## src/rtl/wb4_sync_fifo_1_to_1_pkg.sv

```systemverilog
// Shared helpers for the wb4 FIFO family: the clog2 used to size pointers
// and the fill classification derived from the registered pointers.
package wb4_sync_fifo_1_to_1_pkg;

    typedef enum logic [1:0] {
        FILL_EMPTY   = 2'd0,
        FILL_PARTIAL = 2'd1,
        FILL_FULL    = 2'd2
    } fill_state_e;

    function automatic int clog2(input int value);
        int result;
        int remaining;
        result    = 0;
        remaining = value - 1;
        while (remaining > 0) begin
            result    = result + 1;
            remaining = remaining >> 1;
        end
        return result;
    endfunction

endpackage

```

## src/rtl/wb4_fifo_mem.sv

```systemverilog
// Simple dual-port storage: one write port and one registered read port whose
// output only moves on a read enable, so the last read word is held.
module wb4_fifo_mem #(
    parameter int P_DATA_W   = 8,
    parameter int P_ADDR_W   = 7,
    parameter int P_USE_BRAM = 1
) (
    input  logic                clk,
    input  logic                rst,
    input  logic                wr_en,
    input  logic [P_ADDR_W-1:0] wr_addr,
    input  logic [P_DATA_W-1:0] wr_data,
    input  logic                rd_en,
    input  logic [P_ADDR_W-1:0] rd_addr,
    output logic [P_DATA_W-1:0] rd_data
);

    localparam int DEPTH = 1 << P_ADDR_W;

    // Both styles share the same registered-output timing; only the array mapping differs.
    if (P_USE_BRAM != 0) begin : g_bram
        (* ram_style = "block" *) logic [P_DATA_W-1:0] mem [DEPTH];

        always_ff @(posedge clk) begin
            if (wr_en) begin
                mem[wr_addr] <= wr_data;
            end
        end

        always_ff @(posedge clk) begin
            if (rst) begin
                rd_data <= '0;
            end else if (rd_en) begin
                rd_data <= mem[rd_addr];
            end
        end
    end else begin : g_lut
        (* ram_style = "distributed" *) logic [P_DATA_W-1:0] mem [DEPTH];
        logic [P_DATA_W-1:0] rd_word;

        assign rd_word = mem[rd_addr];

        always_ff @(posedge clk) begin
            if (wr_en) begin
                mem[wr_addr] <= wr_data;
            end
        end

        always_ff @(posedge clk) begin
            if (rst) begin
                rd_data <= '0;
            end else if (rd_en) begin
                rd_data <= rd_word;
            end
        end
    end

endmodule

```

## src/rtl/wb4_sync_fifo_1_to_1.sv

```systemverilog
// Single-clock FIFO with a pipelined Wishbone slave port on each side.
// Status flags come only from the registered pointers, never from inputs.
module wb4_sync_fifo_1_to_1
    import wb4_sync_fifo_1_to_1_pkg::*;
#(
    parameter int P_DATA_MSB = 7,
    parameter int P_DEPTH    = 128,
    parameter int P_USE_BRAM = 1
) (
    input  logic              i_clk,
    input  logic              i_rst,
    input  logic              i_wb4_in_scyc,
    input  logic              i_wb4_in_sstb,
    output logic              o_wb4_in_sack,
    input  logic [P_DATA_MSB:0] i_wb4_in_sdata,
    output logic              o_wb4_in_stgd,
    output logic              o_wb4_in_sstall,
    input  logic              i_wb4_out_scyc,
    input  logic              i_wb4_out_sstb,
    output logic              o_wb4_out_sack,
    output logic [P_DATA_MSB:0] o_wb4_out_sdata,
    output logic              o_wb4_out_stgd,
    output logic              o_wb4_out_sstall
);

    localparam int ADDR_W = clog2(P_DEPTH);
    localparam logic [ADDR_W:0] PTR_ONE = {{ADDR_W{1'b0}}, 1'b1};

    logic [ADDR_W:0] wr_ptr;
    logic [ADDR_W:0] rd_ptr;
    fill_state_e     fill;
    logic            wr_accept;
    logic            rd_accept;
    logic            in_ack;
    logic            out_ack;

    // Equal pointers mean empty; equal addresses with differing wrap bits mean full.
    always_comb begin
        fill = FILL_PARTIAL;
        if (wr_ptr == rd_ptr) begin
            fill = FILL_EMPTY;
        end else if (wr_ptr[ADDR_W-1:0] == rd_ptr[ADDR_W-1:0]) begin
            fill = FILL_FULL;
        end
    end

    assign wr_accept = i_wb4_in_scyc  & i_wb4_in_sstb  & (fill != FILL_FULL);
    assign rd_accept = i_wb4_out_scyc & i_wb4_out_sstb & (fill != FILL_EMPTY);

    always_ff @(posedge i_clk) begin
        if (i_rst) begin
            wr_ptr  <= '0;
            rd_ptr  <= '0;
            in_ack  <= 1'b0;
            out_ack <= 1'b0;
        end else begin
            in_ack  <= wr_accept;
            out_ack <= rd_accept;
            if (wr_accept) begin
                wr_ptr <= wr_ptr + PTR_ONE;
            end
            if (rd_accept) begin
                rd_ptr <= rd_ptr + PTR_ONE;
            end
        end
    end

    // Strobes landing in a reset cycle must not touch storage or the read register.
    wb4_fifo_mem #(
        .P_DATA_W   (P_DATA_MSB + 1),
        .P_ADDR_W   (ADDR_W),
        .P_USE_BRAM (P_USE_BRAM)
    ) u_mem (
        .clk     (i_clk),
        .rst     (i_rst),
        .wr_en   (wr_accept & ~i_rst),
        .wr_addr (wr_ptr[ADDR_W-1:0]),
        .wr_data (i_wb4_in_sdata),
        .rd_en   (rd_accept & ~i_rst),
        .rd_addr (rd_ptr[ADDR_W-1:0]),
        .rd_data (o_wb4_out_sdata)
    );

    assign o_wb4_in_sack    = in_ack;
    assign o_wb4_out_sack   = out_ack;
    assign o_wb4_in_stgd    = (fill == FILL_EMPTY);
    assign o_wb4_in_sstall  = (fill == FILL_FULL);
    assign o_wb4_out_stgd   = (fill == FILL_FULL);
    assign o_wb4_out_sstall = (fill == FILL_EMPTY);

endmodule

```

## config.mk

```make
export PLATFORM = sky130hd
export DESIGN_NAME = wb4_sync_fifo_1_to_1
export DESIGN_NICKNAME = d
export VERILOG_FILES = /design/src/rtl/wb4_sync_fifo_1_to_1_pkg.sv /design/src/rtl/wb4_fifo_mem.sv /design/src/rtl/wb4_sync_fifo_1_to_1.sv
export SDC_FILE = /design/constraint.sdc
export NUM_CORES = 1
export LEC_CHECK = 0
export CAP_MARGIN = 20
export CORE_ASPECT_RATIO = 0.7
export CORE_MARGIN = 3
export CORE_UTILIZATION = 30
export DETAILED_ROUTE_END_ITERATION = 8
export GPL_ROUTABILITY_DRIVEN = 0
export PLACE_DENSITY = 0.45
export SLEW_MARGIN = 20
export SYNTH_ARGS = -nofsm -noshare
export SYNTH_HDL_FRONTEND = slang
export SYNTH_HIERARCHICAL = 1
export SYNTH_SLANG_ARGS = --single-unit
```

## constraint.sdc

```tcl
create_clock -name i_clk -period 8.3 [get_ports i_clk]
set_input_delay 2.49 -clock i_clk [delete_from_list [all_inputs] [get_ports i_clk]]
set_output_delay 2.49 -clock i_clk [all_outputs]
set_load 0.1 [all_outputs]
```

==> metrics <==
YS warnings 6; Flop pwr share 53.2%; die area 143000 sq um; worst hold start rd_ptr[7]$_SDFFE_PP0P_; die width 450.6 um; Clk pwr share 42.9%; nets 2205; first-pass GRT wire length 165700 um; CTS root buf clkbuf_16; Net Switching 2.338 mW; clk_lat worst skew 0.71 ns; router iterations before antenna repair 5; run status finished, final reports clean; Gate Count Post-Synth 2134; top cell type's share of synthesized area 74.06%; Yosys reg bits 1050; P_int 8.621 mW; crit start category register; fillers 12760; RR Startpoint rd_ptr[0]$_SDFFE_PP0P_; required time of the critical path 5.81 ns; Ports 28; reg2reg path depth 9; r2r endpoint u_mem/rd_data[2]$_SDFFE_PP0P_; total gr overflow 0; DR DRC count 0; Slew HR 27.40%; multiplexer share of the synthesized area 14.77%; H-tree depth 3; post-route antenna net violation count 0; Synth async-reset ratio 0%; combinational share of power 3.9%; Synth Area in Compound Gates 3.544%; clock transition at the registers of the reported paths 0.07 ns; sequential element share of the synthesized area 75.32%; Post-synth top flop edfxtp_1; Adder-Cell Fraction of Synth Area 0.06027%; Pleak 13.69 nW; Area Overhead vs Synth 13.18%; Hold Path Class register to register; dpl hpwl 75100 um; Final Setup Violations 0; VDD IR-drop max 0.0001551 V; register-to-register setup slack 2.96 ns; Hold-fix buffers, CTS 0; dpl cells 3926; Vias per Instance 5.191; Hold Crit Endpoint rd_ptr[7]$_SDFFE_PP0P_; post-synthesis average cell area 19.46 sq um; kind of end point of the critical path output pin; post-synthesis xor/xnor area fraction 0.2321%; Cell variety after synth 57; initial antenna violation count 3; Critical Path AT 4.26 ns; Crit Path Class register to output pin; largest family of logic cells by synthesized area multiplexers; post-route non-filler standard cell count 4112; share of cells above drive strength 1 18.53%; Power Dens Cells 233.2 nW/um^2; Placeable Area 136600 sq um; RSZ-0062 raised after global routing false; Least-Margin Pin Slew 1.085 ns; simple logic cell fraction of the synthesized area 3.957%; crit share post-route 81.29%; Synth area leader edfxtp_1; Routed wire per std cell 28.70 um; syn nets 2150; row cnt 113; Worst Clk Skew 0.02723 ns; drt initial violations 2327; CTS max path bufs 3; total vias in the final route 21350; fmax 148.2 MHz; Port Buf Inserts 27; total clock sinks 1050; Total Wirelength 118000 um; largest net degree at the start of global routing 118; Fin. Hold Viols 0; CTS tree yes; vias in the first global route 20930; ant diodes 0; CP max FO 24; # Post-CTS Setup Buffers 0; number of enable-type register cells in the synthesized netlist 1024; post_cts resized 0; GRT Total Usage 16.32%; Setup TNS 0 ns; Initial Util 30.40%; max-cap check violation count 0; switch share 21.33%; Post-Syn Area 41520 sq um; hold depth 2; Num CTS Buffers 100; Max Slew Vio Count 0; top post-synthesis cells by area edfxtp_1, mux4_2, mux2i_1; chip height 317.2 um; final worst path period need 6.747 ns
-- sequential cells by signal, summed over array words and instances, names as in the netlist --
name,cells
o_wb4_out_sack,1
rd_ptr,8
u_mem/g_bram.mem,1024
o_wb4_in_sack,1
wr_ptr,8
u_mem/rd_data,8
-- metrics by stage --
| step | setup WS (ns) | hold slack, ns | power [mW] | util [%] | area [sq um] |
|---|---|---|---|---|---|
| 2_1_floorplan | 3.539 | 0.4643 | 6.208 | - | 41520 |
| 3_3_place_gp | 1.866 | 0.4782 | 6.381 | 31.93 | 43610 |
| 3_5_place_dp | 1.882 | 0.4911 | 6.383 | 31.93 | 43610 |
| 4_1_cts | 1.531 | 0.5005 | 11.08 | 34.39 | 46960 |
| 5_1_grt | 1.298 | 0.5249 | 11.33 | 34.40 | 46990 |
| 6_report | 1.553 | 0.5013 | 10.96 | 34.40 | 46990 |
-- Yosys cell counts, types with 9 or more instances --
master and instances:
a22oi_1 100, a21oi_1 53, buf_2 23, buf_6 20, nand4_1 15, nor2b_1 16, o22ai_1 11, nor4_2 13
edfxtp_1 1024, nand2_1 40, nor3_1 33, mux2_2 21, nand3_1 34, buf_12 10, mux2i_1 201, a221oi_1 9
dfxtp_1 26, mux4_2 162, clkbuf_1 48, nor2_1 152
-- layout make-up --
type | count | area [sq um] | share of cell area (%)
sequential | 1050 | 31280 | 66.57
tap | 1840 | 2302 | 4.899
timing repair buffer | 72 | 613.1 | 1.305
clock inverter | 70 | 768.2 | 1.635
clock buffer | 115 | 2590 | 5.512
inverter | 6 | 22.52 | 0.04793
multi-input combinational | 959 | 9412 | 20.03
-- logic make-up (layout without fill, tap and decap cells) --
| kind of cell | Yosys count | count (layout) |
|---|---|---|
| xor gates and xnor gates | 11 | 11 |
| DFF | 1050 | 1050 |
| buffers and inverters | 125 | 263 |
| adders and majority gates | 2 | 2 |
| and+or+nand+nor | 335 | 335 |
| muxes | 394 | 394 |
| AOI/OAI and AO/OA | 217 | 217 |
-- worst max-delay path by stage --
stage	from	endpoint	slack, ns
after floorplan	wr_ptr[4]$_SDFFE_PP0P_	o_wb4_out_sstall	3.54
after detailed placement	i_rst	u_mem/g_bram.mem[19][7]$_DFFE_PP_	1.88
after global routing	wr_ptr[0]$_SDFFE_PP0P_	o_wb4_out_stgd	1.30
after global placement	i_rst	u_mem/g_bram.mem[19][4]$_DFFE_PP_	1.87
after CTS	wr_ptr[0]$_SDFFE_PP0P_	o_wb4_in_sstall	1.53
final	wr_ptr[0]$_SDFFE_PP0P_	o_wb4_in_sstall	1.55
-- power groups by stage --
stage | combinational (mW) | clock, mW | sequential (mW)
4_1_cts | 0.438 | 4.82 | 5.83
2_1_floorplan | 0.261 | 0 | 5.95
3_5_place_dp | 0.439 | 0 | 5.94
6_report | 0.431 | 4.70 | 5.83
5_1_grt | 0.459 | 5.04 | 5.83
3_3_place_gp | 0.436 | 0 | 5.94
-- placed cells by master (no fill, tap or decap), types with 7 or more instances in the layout --
master | Yosys | layout
buf_4 | 6 | 51
nor3_1 | 33 | 30
nor3_2 | 5 | 8
mux4_2 | 162 | 162
clkbuf_16 | 0 | 101
bufinv_16 | 0 | 13
nand2_1 | 40 | 39
o22ai_1 | 11 | 11
clkbuf_1 | 48 | 13
clkinv_1 | 0 | 23
mux2i_1 | 201 | 201
mux4_1 | 8 | 8
o21ai_1 | 7 | 7
nand4_1 | 15 | 15
edfxtp_1 | 1024 | 1024
nor2_1 | 152 | 151
xor2_1 | 7 | 7
clkdlybuf4s50_1 | 0 | 19
nand3_1 | 34 | 33
a211oi_1 | 7 | 7
o211ai_1 | 8 | 8
dfxtp_1 | 26 | 23
nor4_2 | 13 | 13
and2_1 | 7 | 7
clkinv_2 | 0 | 15
nor2b_1 | 16 | 13
a221oi_1 | 9 | 9
a21oi_1 | 53 | 53
mux2_2 | 21 | 21
a22oi_1 | 100 | 100
clkinvlp_4 | 0 | 7
-- worst max-delay path: stages (launching register included) --
cell and delay (ns):
dfxtp_1 1.00, xor2_1 0.17, nor4_2 0.70, and2_0 0.46
clkdlybuf4s50_1 1.22
-- metal layers --
layer  wire [um]  global-route usage, %  share of wire [%]  up-vias
met5          11                      0             0.0093        -
met4        1789                  3.001                1.5        2
met3        8624                  3.884                7.3      121
met2       48880                  22.62                 41      856
met1       58710                  25.85                 50    11510
li1            -                      -                  -     8862
Power figures use the tool's default switching activity.
